===== config.mk =====
export PLATFORM = sky130hd
export DESIGN_NAME = ifetch_queue
export DESIGN_NICKNAME = d
export VERILOG_FILES = /design/src/rtl/ifetch_queue_pkg.sv /design/src/rtl/ifq_fifo.sv /design/src/rtl/ifetch_queue.sv
export SDC_FILE = /design/constraint.sdc
export NUM_CORES = 1
export LEC_CHECK = 0
export ABC_CLOCK_PERIOD_IN_PS = 6600
export CAP_MARGIN = 0
export CORE_ASPECT_RATIO = 1.25
export CORE_MARGIN = 2
export CORE_UTILIZATION = 45
export CTS_CLUSTER_DIAMETER = 120
export DETAILED_ROUTE_END_ITERATION = 10
export PLACE_DENSITY = 0.69
export REMOVE_ABC_BUFFERS = 1
export SLEW_MARGIN = 30
export SYNTH_ARGS = -nofsm -noshare
export SYNTH_HDL_FRONTEND = slang
export SYNTH_SLANG_ARGS = --single-unit

===== constraint.sdc =====
create_clock -name clock -period 6.6 [get_ports clock]
set_clock_uncertainty 0.15 [all_clocks]
set_input_delay 1.65 -clock clock [delete_from_list [all_inputs] [get_ports clock]]
set_output_delay 1.65 -clock clock [all_outputs]
set_load 0.005 [all_outputs]

===== src/rtl/ifetch_queue_pkg.sv =====
// Shared types and constants for the instruction fetch stage and its FIFO.
package ifetch_queue_pkg;

  localparam int unsigned INSTR_W    = 32;
  localparam int unsigned PC_W       = 32;
  localparam int unsigned WORD_BYTES = 4;

  localparam logic [1:0] FETCH_IDLE = 2'd0;
  localparam logic [1:0] FETCH_WAIT = 2'd1;
  localparam logic [1:0] FETCH_DROP = 2'd2;

  typedef logic [1:0] fetch_state_t;

  typedef struct packed {
    logic [PC_W-1:0]    pc_4;
    logic [INSTR_W-1:0] instr;
  } ifq_entry_t;

  function automatic logic [PC_W-1:0] word_align(input logic [PC_W-1:0] addr);
    return {addr[PC_W-1:2], 2'b00};
  endfunction

endpackage


===== src/rtl/ifq_fifo.sv =====
// Show-ahead FIFO: head is presented combinationally, reads zero when empty.
module ifq_fifo #(
  parameter int unsigned Width = 64,
  parameter int unsigned Depth = 4,
  parameter int unsigned PtrW  = 2
) (
  input  logic             clk_i,
  input  logic             rst_ni,
  input  logic             clear_i,
  input  logic             push_i,
  input  logic [Width-1:0] push_data_i,
  input  logic             pop_i,
  output logic [Width-1:0] head_o,
  output logic [PtrW:0]    count_o,
  output logic             full_o,
  output logic             empty_o
);

  logic [Width-1:0] mem_q [Depth];
  logic [PtrW-1:0]  rd_ptr_q, rd_ptr_d;
  logic [PtrW-1:0]  wr_ptr_q, wr_ptr_d;
  logic [PtrW:0]    count_q, count_d;
  logic             do_push, do_pop;

  assign empty_o = (count_q == '0);
  assign full_o  = (count_q == (PtrW+1)'(Depth));
  assign count_o = count_q;
  assign head_o  = empty_o ? '0 : mem_q[rd_ptr_q];

  // Clear wins over both push and pop; a push is allowed into a full FIFO only if it pops too.
  assign do_pop  = pop_i && !empty_o && !clear_i;
  assign do_push = push_i && (!full_o || do_pop) && !clear_i;

  always_comb begin
    rd_ptr_d = rd_ptr_q;
    wr_ptr_d = wr_ptr_q;
    count_d  = count_q;
    if (clear_i) begin
      rd_ptr_d = wr_ptr_q;
      count_d  = '0;
    end else begin
      if (do_push) wr_ptr_d = wr_ptr_q + 1'b1;
      if (do_pop)  rd_ptr_d = rd_ptr_q + 1'b1;
      unique case ({do_push, do_pop})
        2'b10:   count_d = count_q + 1'b1;
        2'b01:   count_d = count_q - 1'b1;
        default: count_d = count_q;
      endcase
    end
  end

  always_ff @(posedge clk_i) begin
    if (!rst_ni) begin
      rd_ptr_q <= '0;
      wr_ptr_q <= '0;
      count_q  <= '0;
    end else begin
      rd_ptr_q <= rd_ptr_d;
      wr_ptr_q <= wr_ptr_d;
      count_q  <= count_d;
    end
  end

  always_ff @(posedge clk_i) begin
    if (do_push) mem_q[wr_ptr_q] <= push_data_i;
  end

  a_no_overflow: assert property (@(posedge clk_i) disable iff (!rst_ni)
    !(push_i && !clear_i && full_o && !do_pop));

endmodule


===== src/rtl/ifetch_queue.sv =====
// Fetch PC, single-outstanding icache request FSM and redirect handling in front of the FIFO.
module ifetch_queue
  import ifetch_queue_pkg::*;
#(
  parameter int unsigned DEPTH    = 4,
  parameter int unsigned PTR_W    = 2,
  parameter logic [31:0] RESET_PC = 32'h0000_0000
) (
  input  logic        clock,
  input  logic        reset,
  input  logic        Dispatch_jmp,
  input  logic [31:0] Dispatch_jmp_addr,
  input  logic        Dispatch_ren,
  output logic [31:0] ifetch_intruction,
  output logic [31:0] ifetch_pc_4,
  output logic        ifetch_empty,
  output logic        icache_rd_en,
  output logic [31:0] icache_addr,
  input  logic        icache_data_valid,
  input  logic [31:0] icache_data
);

  fetch_state_t    state_q, state_d;
  logic [PC_W-1:0] fetch_pc_q, fetch_pc_d;
  logic [PC_W-1:0] pc_plus4;
  logic [PTR_W:0]  fifo_count;
  logic            fifo_full, fifo_empty;
  logic            pop_ok, issue, push;
  ifq_entry_t      push_entry, head_entry;

  assign pc_plus4 = fetch_pc_q + PC_W'(WORD_BYTES);
  assign pop_ok   = Dispatch_ren && !fifo_empty && !Dispatch_jmp;

  // A slot freed by this cycle's pop may be refilled by a request issued in the same cycle.
  assign issue = reset && !Dispatch_jmp && (state_q == FETCH_IDLE) && (!fifo_full || pop_ok);
  assign push  = reset && !Dispatch_jmp && (state_q == FETCH_WAIT) && icache_data_valid;

  assign push_entry.pc_4  = pc_plus4;
  assign push_entry.instr = icache_data;

  always_comb begin
    state_d    = state_q;
    fetch_pc_d = fetch_pc_q;
    if (Dispatch_jmp) begin
      fetch_pc_d = word_align(Dispatch_jmp_addr);
      case (state_q)
        FETCH_WAIT, FETCH_DROP: state_d = icache_data_valid ? FETCH_IDLE : FETCH_DROP;
        default:                state_d = FETCH_IDLE;
      endcase
    end else begin
      case (state_q)
        FETCH_IDLE: if (issue) state_d = FETCH_WAIT;
        FETCH_WAIT: begin
          if (icache_data_valid) begin
            fetch_pc_d = pc_plus4;
            state_d    = FETCH_IDLE;
          end
        end
        FETCH_DROP: if (icache_data_valid) state_d = FETCH_IDLE;
        default:    state_d = FETCH_IDLE;
      endcase
    end
  end

  always_ff @(posedge clock) begin
    if (!reset) begin
      state_q    <= FETCH_IDLE;
      fetch_pc_q <= RESET_PC;
    end else begin
      state_q    <= state_d;
      fetch_pc_q <= fetch_pc_d;
    end
  end

  ifq_fifo #(
    .Width ($bits(ifq_entry_t)),
    .Depth (DEPTH),
    .PtrW  (PTR_W)
  ) u_fifo (
    .clk_i       (clock),
    .rst_ni      (reset),
    .clear_i     (Dispatch_jmp),
    .push_i      (push),
    .push_data_i (push_entry),
    .pop_i       (Dispatch_ren),
    .head_o      (head_entry),
    .count_o     (fifo_count),
    .full_o      (fifo_full),
    .empty_o     (fifo_empty)
  );

  assign icache_rd_en      = issue;
  assign icache_addr       = fetch_pc_q;
  assign ifetch_intruction = head_entry.instr;
  assign ifetch_pc_4       = head_entry.pc_4;
  assign ifetch_empty      = fifo_empty;

  a_no_resp_in_idle: assert property (@(posedge clock) disable iff (!reset)
    !(icache_data_valid && (state_q == FETCH_IDLE)));

  a_full_consistent: assert property (@(posedge clock) disable iff (!reset)
    fifo_full == (fifo_count == (PTR_W+1)'(DEPTH)));

endmodule


==> impl_results.md <==
* Result of the run: completed
* Remaining Overflow, GRT at 0
* Met2 global-route usage at 0.301
* Max Fclk at 193 MHz
* Commonest non-fill, non-tap cells in the layout: sky130_fd_sc_hd__edfxtp_1, sky130_fd_sc_hd__clkdlybuf4s50_1, sky130_fd_sc_hd__nor2b_1
* Total power after layout at 3.82 mW
* Fraction of registers with async set or reset after synthesis at 0
* Setup bufs post-CTS at 0
* Maximum count of clock buffers along a single path at 3
* Critical Path Source Type: input port
* Cell depth of the worst hold path at 2
* Fraction of final layout cells sized beyond drive strength 1 at 0.148
* Crit Path Class: in -> out
* Post-route clock period utilization at 0.784
* Summed negative setup slack over all endpoints at 0 ns
* Hold Path Class: reg -> reg
* Number of warning messages in the yosys log at 0
* Met3 layer usage reported by global route at 0.0275
* Starting density of the core at 0.459
* Setup repair after global routing missed its margin: no
* Critical register-to-register path startpoint: icache_addr[4]
* Area growth from synthesis to final layout at 23.7%
* Area occupied by registers at 0.00828 mm2
* Antenna diode instance count at 0
* Number of routed nets with antenna violations at 0
* Largest voltage drop on the vdd net at 179 uV
* Largest net degree at the start of global routing at 63
* Cell mode on critical path: sky130_fd_sc_hd__clkdlybuf4s50_1
* Worst reg-to-reg path cell count at 4
* Clock tree from TritonCTS: done
* Clock-pin slew of the registers on the worst-case setup and hold paths at 0.06 ns
* Power density of the placed cells at 250 mW/mm2
* GRT met1 Usage at 0.245
* Busiest metal layer after global routing: met2
* Routability Congestion at 0.791
* Longest individual stage delay on the worst path at 0.50 ns
* Number of hold buffers added after cts at 0
* Total via count in the routed design at 7105
* Proportion of synthesized chip area in sequential cells at 0.669
* Main synth FF type: sky130_fd_sc_hd__edfxtp_1
* Data arrival time of the critical path at 3.38 ns
* Count of routing violations after the opening detailed-route iteration at 397
* Lkg Pwr at 4.86 nW
* Global-route wire length before repair at 40.2 mm
* Number of synthesized flops with an enable pin at 248
* Source-to-sink clock delay at the later pin of the worst-skew pair at 0.55 ns
* Gate count of the mapped netlist at 777
* Most common cell after layout, fill and taps aside: sky130_fd_sc_hd__edfxtp_1
* Vias in the first global route at 7185
* Overall routing resource usage at 0.178
* Num ports at 167
* Number of antenna violations at the first check in global routing at 0
* Die outline height at 189 um
* Post-synth top area cell: sky130_fd_sc_hd__edfxtp_1
* Count of endpoints failing hold in the final timing report at 0
* Number of max-capacitance violations reported at 0
* Capturing point of the worst reg2reg path: u_fifo.mem_q[0][55]
* Tightest slew margin relative to the limit at 0.433
* Num Clock Sinks at 289
* Largest fanout of any net on the critical path at 3
* Cts bufs inserted at 28
* Worst endpoint required time at 4.80 ns
* Net total in the final layout at 1011
* H-tree depth at 1
* DRC Markers at 0
* Post-detailed-placement half-perimeter wirelength at 15.9 mm
* Slew Viols, Final at 0
* Fin crit period at 5.18 ns
* Area of the placeable core at 0.0269 mm2
* Average detailed-routed wire length per instance at 19.9 um
* Largest cells by area after synthesis: sky130_fd_sc_hd__edfxtp_1, sky130_fd_sc_hd__mux4_2, sky130_fd_sc_hd__dfxtp_1
* Number of port buffers at 160
* Multi-input gate area at 0.00380 mm2
* Final setup fails at 0
* Hold_sp: u_fifo.count_o[2]
* Setup crit end kind: output pin
* Die outline width at 152 um
* Flop and latch count out of synthesis at 289
* Root buffer cell: sky130_fd_sc_hd__clkbuf_16
* Worst min-delay path endpoint: u_fifo.count_o[2]
* Total Die Area at 0.0288 mm2
* Portion of synthesized cell area occupied by the leading cell type at 0.603
* Post-synthesis cell type count at 66
* Standard cell with the maximum stage delay on the critical path: sky130_fd_sc_hd__clkdlybuf4s50_1
* Worst Tran Pin Value at 0.844 ns
* Vias/cell at 5.47
* Total iterations of the first detailed-routing run at 4
* Post-synthesis cell area at 0.0124 mm2
* Post-CTS sizing at 0
* Count of standard-cell rows at 67
* FILL cells at 2107
* Avg Synthesized Cell Area at 15.9 um2
* Cells along the critical path: clkdlybuf4s50_1 > nor4b_1 > buf_4 > nor2_1 > and2_1 > clkdlybuf4s50_1
* R2r setup slk at 3.56 ns
* Detailed Route WL at 25.8 mm
==> cell usage after synthesis (all sizes together) (14+ instances only) <==
library cell / n
nand2: 35
xnor2: 24
o21ai: 31
edfxtp: 248
nor2: 22
nand3: 18
xor2: 19
nor3: 17
mux4: 62
dfxtp: 41
clkbuf: 32
buf: 20
nor2b: 65
a21oi: 14
==> cell families (layout without fill, tap and decap cells) <==
logic type	count (synthesis)	count (layout)	synth area share
flops	289	289	0.669
simple gates	227	227	0.109
compound gates	79	79	0.0410
mux	65	65	0.116
buf+inv	64	237	0.0249
xor+xnor	43	43	0.0305
fa+ha+maj	9	9	0.00973
other cells	1	4	0.000304
==> registers in the layout (all words and copies together), names as in the netlist, named ones only <==
signal	cells
u_fifo.wr_ptr_q	2
state_q	2
u_fifo.count_o	3
u_fifo.rd_ptr_q	2
u_fifo.mem_q	248
icache_addr	30
==> metrics by stage <==
stage / instance area (um2) / std cells / hold slack [ns] / utilization / setup slack (ns)
5_1_grt: 15300 / 1298 / 0.424 / 0.568 / 1.36
4_1_cts: 15200 / 1296 / 0.393 / 0.566 / 1.43
6_report: 15300 / 1298 / 0.389 / 0.568 / 1.42
2_1_floorplan: 12100 / 728 / 0.330 / - / 1.05
3_3_place_gp: 14200 / 1241 / 0.370 / 0.528 / 1.53
3_5_place_dp: 14300 / 1246 / 0.378 / 0.532 / 1.49
==> report_power, final <==
group / leakage, nW / switching, mW / internal [mW] / total (mW)
clock: 0.448 / 0.652 / 0.924 / 1.58
sequential: 2.58 / 0.0361 / 2.00 / 2.04
combinational: 1.83 / 0.0866 / 0.121 / 0.208
total: 4.86 / 0.774 / 3.04 / 3.82
==> worst max-delay path by stage <==
stage / startpoint / to / depth (start not counted)
after floorplan: u_fifo.count_o[0] / ifetch_intruction[0] / 2
final: Dispatch_ren / icache_rd_en / 6
after global routing: Dispatch_ren / icache_rd_en / 6
after CTS: Dispatch_ren / icache_rd_en / 6
after detailed placement: Dispatch_ren / icache_rd_en / 6
after global placement: Dispatch_jmp / icache_rd_en / 5
==> cell type report <==
cell class | count | share of cell area
flip-flops and latches | 289 | 0.542
multi-input cells | 427 | 0.249
repair buffers | 175 | 0.119
clock buffers | 40 | 0.0528
well taps | 345 | 0.0283
clock inverters | 10 | 0.00655
inverters | 12 | 0.00295
==> metal layers <==
metal,up-vias,part of all wire
li1,3304,-
met1,3549,0.43
met2,213,0.49
met3,39,0.057
met4,0,0.018
met5,-,0
==> critical path, delay by kind of cell <==
kind / cells / cell delay (ns)
AND/OR/NAND/NOR: 3 / 0.58
buffers and inverters: 3 / 1.14
No activity file was read; power rests on OpenSTA's default activity.
==> patch 1, RTL diff (config.mk and constraints unchanged) <==
Set the parameter `DEPTH` to 8 (it was 4).
--- a/src/rtl/ifetch_queue.sv
+++ b/src/rtl/ifetch_queue.sv
@@ -3,5 +3,5 @@
   import ifetch_queue_pkg::*;
 #(
-  parameter int unsigned DEPTH    = 4,
+  parameter int unsigned DEPTH    = 8,
   parameter int unsigned PTR_W    = 2,
   parameter logic [31:0] RESET_PC = 32'h0000_0000
Function: changed (a bounded check fails within 4 cycles, from zero or initial values and one cycle with reset low).
==> patch 1 against the unedited design <==
Worst setup slack improved by 0.33 ns; final area decreased by 0.30%; via count rose by 1.0%; sequential cell count unchanged; total power is 1.3% higher; routed wire length is 1.3% higher; register-to-register slack better by 0.21 ns; clock power up 4%; area after synthesis shrank 0.73%; critical path depth fell by 1; core utilization is essentially flat; synthesized cell count up 0.51%; largest cell class unchanged; highest routed layer unchanged.
==> patch 1: results (changes against the unedited design) <==
| Metric | Value |
|---|---|
| Status | complete, no violations (unchanged) |
| Worst EP arrival | 3.04 ns (was 3.38 ns) |
| Syn Inst Count | 781 (was 777) |
| Post-synthesis mux area share | 11.7% (was 11.6%) |
| Total global-route track usage | 18.6% (was 17.8%) |
| Post-route insts no fill | 1295 (was 1298) |
| Sw power | 0.759 mW (was 0.774 mW) |
| Layout cells sized above 1 | 13.9% (was 14.8%) |
| Metal3 WL | 1450 um (was 1470 um) |
| Crit path largest cell delay | 0.53 ns (was 0.50 ns) |
| Seq/Total Area, Yosys | 67.4% (was 66.9%) |
| Final nets | 1006 (was 1011) |
| Leakage | 4.87 nW (was 4.86 nW) |
| Dpl cell area | 14200 sq um (was 14300 sq um) |
| Layout fillers | 2140 (was 2107) |
| Dominant cells by area after synthesis | edfxtp_1, mux4_2, dfxtp_1 (unchanged) |
| First-pass GRT wire length | 40800 um (was 40200 um) |
| Dpl hpwl | 16100 um (was 15900 um) |
| Number of global-route vias before repair | 7271 (was 7185) |
| Relative slew slack | 47.5% (was 43.3%) |
| Via count | 7178 (was 7105) |
| Synth cell count leaders | edfxtp_1, and2_1, mux4_2 (was edfxtp_1, nor2b_1, mux4_2) |
| RR Endpoint | u_fifo.mem_q[1][63] (was u_fifo.mem_q[0][55]) |
| 1st-pass router iterations | 5 (was 4) |
| GP Congestion | 0.828 (was 0.791) |
==> patch 1: cell count changes in the layout (fill, tap and decap cells not counted), moves of 5 or more <==
cell,before,now
nor2b_1,65,2
and2_1,7,67
nor2_1,22,28
nor3b_1,7,1
a31oi_1,3,8
nand2_1,34,29
nand3_1,18,23
nor4_1,6,11
o21ai_0,31,26
or3_1,3,8
or4_1,2,7
==> patch 1: layer usage <==
layer / global-route usage (%) / up-vias
li1: - / 3306
met1: 25.3 / 3595
met2: 31.3 / 236
met3: 2.37 / 41
met4: 5.45 / 0
met5: 0 / -
==> patch 1: cell type report <==
| class | instances | area [sq um] | area share (%) |
|---|---|---|---|
| clock buffer | 42 | 815 | 5.35 |
| timing repair buffer | 173 | 1790 | 11.7 |
| sequential | 289 | 8280 | 54.3 |
| multi-input combinational | 421 | 3710 | 24.4 |
| clock inverter | 10 | 151 | 0.994 |
| inverter | 15 | 56.3 | 0.370 |
| tap | 345 | 432 | 2.83 |
==> patch 2, RTL diff (same flow settings) <==
Without the edit above. Put a register stage on the output `ifetch_intruction`, without a reset. The value now appears one clock later. The other outputs are not delayed to match.
--- a/src/rtl/ifetch_queue.sv
+++ b/src/rtl/ifetch_queue.sv
@@ -92,5 +92,7 @@
   assign icache_rd_en      = issue;
   assign icache_addr       = fetch_pc_q;
-  assign ifetch_intruction = head_entry.instr;
+  always_ff @(posedge clock) begin
+    ifetch_intruction <= head_entry.instr;
+  end
   assign ifetch_pc_4       = head_entry.pc_4;
   assign ifetch_empty      = fifo_empty;
Function: changed (a bounded check fails within 4 cycles, from zero or initial values and one cycle with reset low).
==> patch 2 against the unedited design <==
Area after synthesis is 4.7% higher; via count is 2.6% higher; worst setup slack worse by 0.099 ns; routed wire length is 4.1% higher; sequential power is 9.8% higher; synthesized cell count is 3.9% higher; largest power group unchanged; final area is 4.3% higher; total power is 9.6% higher; sequential cell count is 32 higher; maximum frequency is 1.9% lower.
==> patch 2: results (changes against the unedited design) <==
| Metric | Value |
|---|---|
| Dominant cells by area after synthesis | edfxtp_1, dfxtp_1, mux4_2 (was edfxtp_1, mux4_2, dfxtp_1) |
| Synth cell count leaders | edfxtp_1, dfxtp_1, nor2b_1 (was edfxtp_1, nor2b_1, mux4_2) |
| Final wirelength | 26900 um (was 25800 um) |
| Dpl ws | 1.32 ns (was 1.49 ns) |
| Top cell type's share of synthesized area | 57.6% (was 60.3%) |
| R2r setup slk | 3.68 ns (was 3.56 ns) |
| Dpl cell area | 14900 sq um (was 14300 sq um) |
| Distinct cells, synth | 52 (was 66) |
| First-pass GRT wire length | 41800 um (was 40200 um) |
| Worst EP arrival | 3.47 ns (was 3.38 ns) |
| CP Launch Point | Dispatch_jmp (was Dispatch_ren) |
| Syn Inst Count | 807 (was 777) |
| Family with the most delay on the worst path | buffers and inverters (unchanged) |
| Status | complete, no violations (unchanged) |
| Vias per cell | 5.46 (was 5.47) |
| Layout cells sized above 1 | 14.3% (was 14.8%) |
| Leakage | 5.09 nW (was 4.86 nW) |
| Seq/Total Area, Yosys | 68.9% (was 66.9%) |
| DP Cell Count | 1277 (was 1246) |
| Worst-path fanout max | 25 (was 3) |
| Worst skew pair latency | 0.57 ns (was 0.55 ns) |
| DRT iter0 DRCs | 371 (was 397) |
| R2R Path Start | icache_addr[2] (was icache_addr[4]) |
| Relative slew slack | 42.0% (was 43.3%) |
| Post-Synth XOR/XNOR Area | 2.85% (was 3.05%) |
| Pin count of the biggest net entering global routing | 65 (was 63) |
| Crit path largest cell delay | 0.45 ns (was 0.50 ns) |
| Dpl hpwl | 16700 um (was 15900 um) |
| Maximum vdd drop | 150 uV (was 179 uV) |
| Num CTS Buffers | 31 (was 28) |
| Hold_ws | 0.408 ns (was 0.389 ns) |
| Post-synthesis adder-cell area fraction | 0.929% (was 0.973%) |
| FMAX | 190 MHz (was 193 MHz) |
| Power Dens Cells | 263 nW/um^2 (was 250 nW/um^2) |
| Worst reg2reg path depth | 5 (was 4) |
| Post-synthesis mux area share | 11.0% (was 11.6%) |
| RR Endpoint | u_fifo.mem_q[3][58] (was u_fifo.mem_q[0][55]) |
| Final nets | 1035 (was 1011) |
| Total global-route track usage | 17.8% (about the same) |
| GP Congestion | 0.836 (was 0.791) |
| Layout fillers | 2259 (was 2107) |
[patch 2: cell count changes in the layout (fill, tap and decap cells not counted), sizes merged, moves of 4 or more]
cell,unedited run,this run
a211oi,7,2
dfxtp,41,73
or4,5,10
nor3b,7,2
a31oi,3,10
inv,13,18
buf,15,11
nand3,18,23
nand2,35,21
o211ai,4,0
o31ai,3,8
nor2,22,18
[patch 2: report_power, final]
| part | internal, mW | switching, mW |
|---|---|---|
| clock network | 1.01 | 0.738 |
| logic | 0.119 | 0.0805 |
| registers | 2.19 | 0.0424 |
| total | 3.33 | 0.861 |
[patch 2: area by class of cell]
cell class | count | area share [%]
clock buffers | 40 | 5.27
clock inverters | 17 | 1.09
inverters | 16 | 0.392
multi-input cells | 416 | 23.5
flip-flops and latches | 321 | 55.9
well taps | 355 | 2.79
repair buffers | 171 | 11.0
[patch 2: metal layers]
layer  vias up  track usage (%)  routed length, um
met5         -                0                  0
met4         0             5.13                652
met3        44             3.32               1560
met2       223             30.8              13600
met1      3628             23.0              11000
li1       3397                -                  -
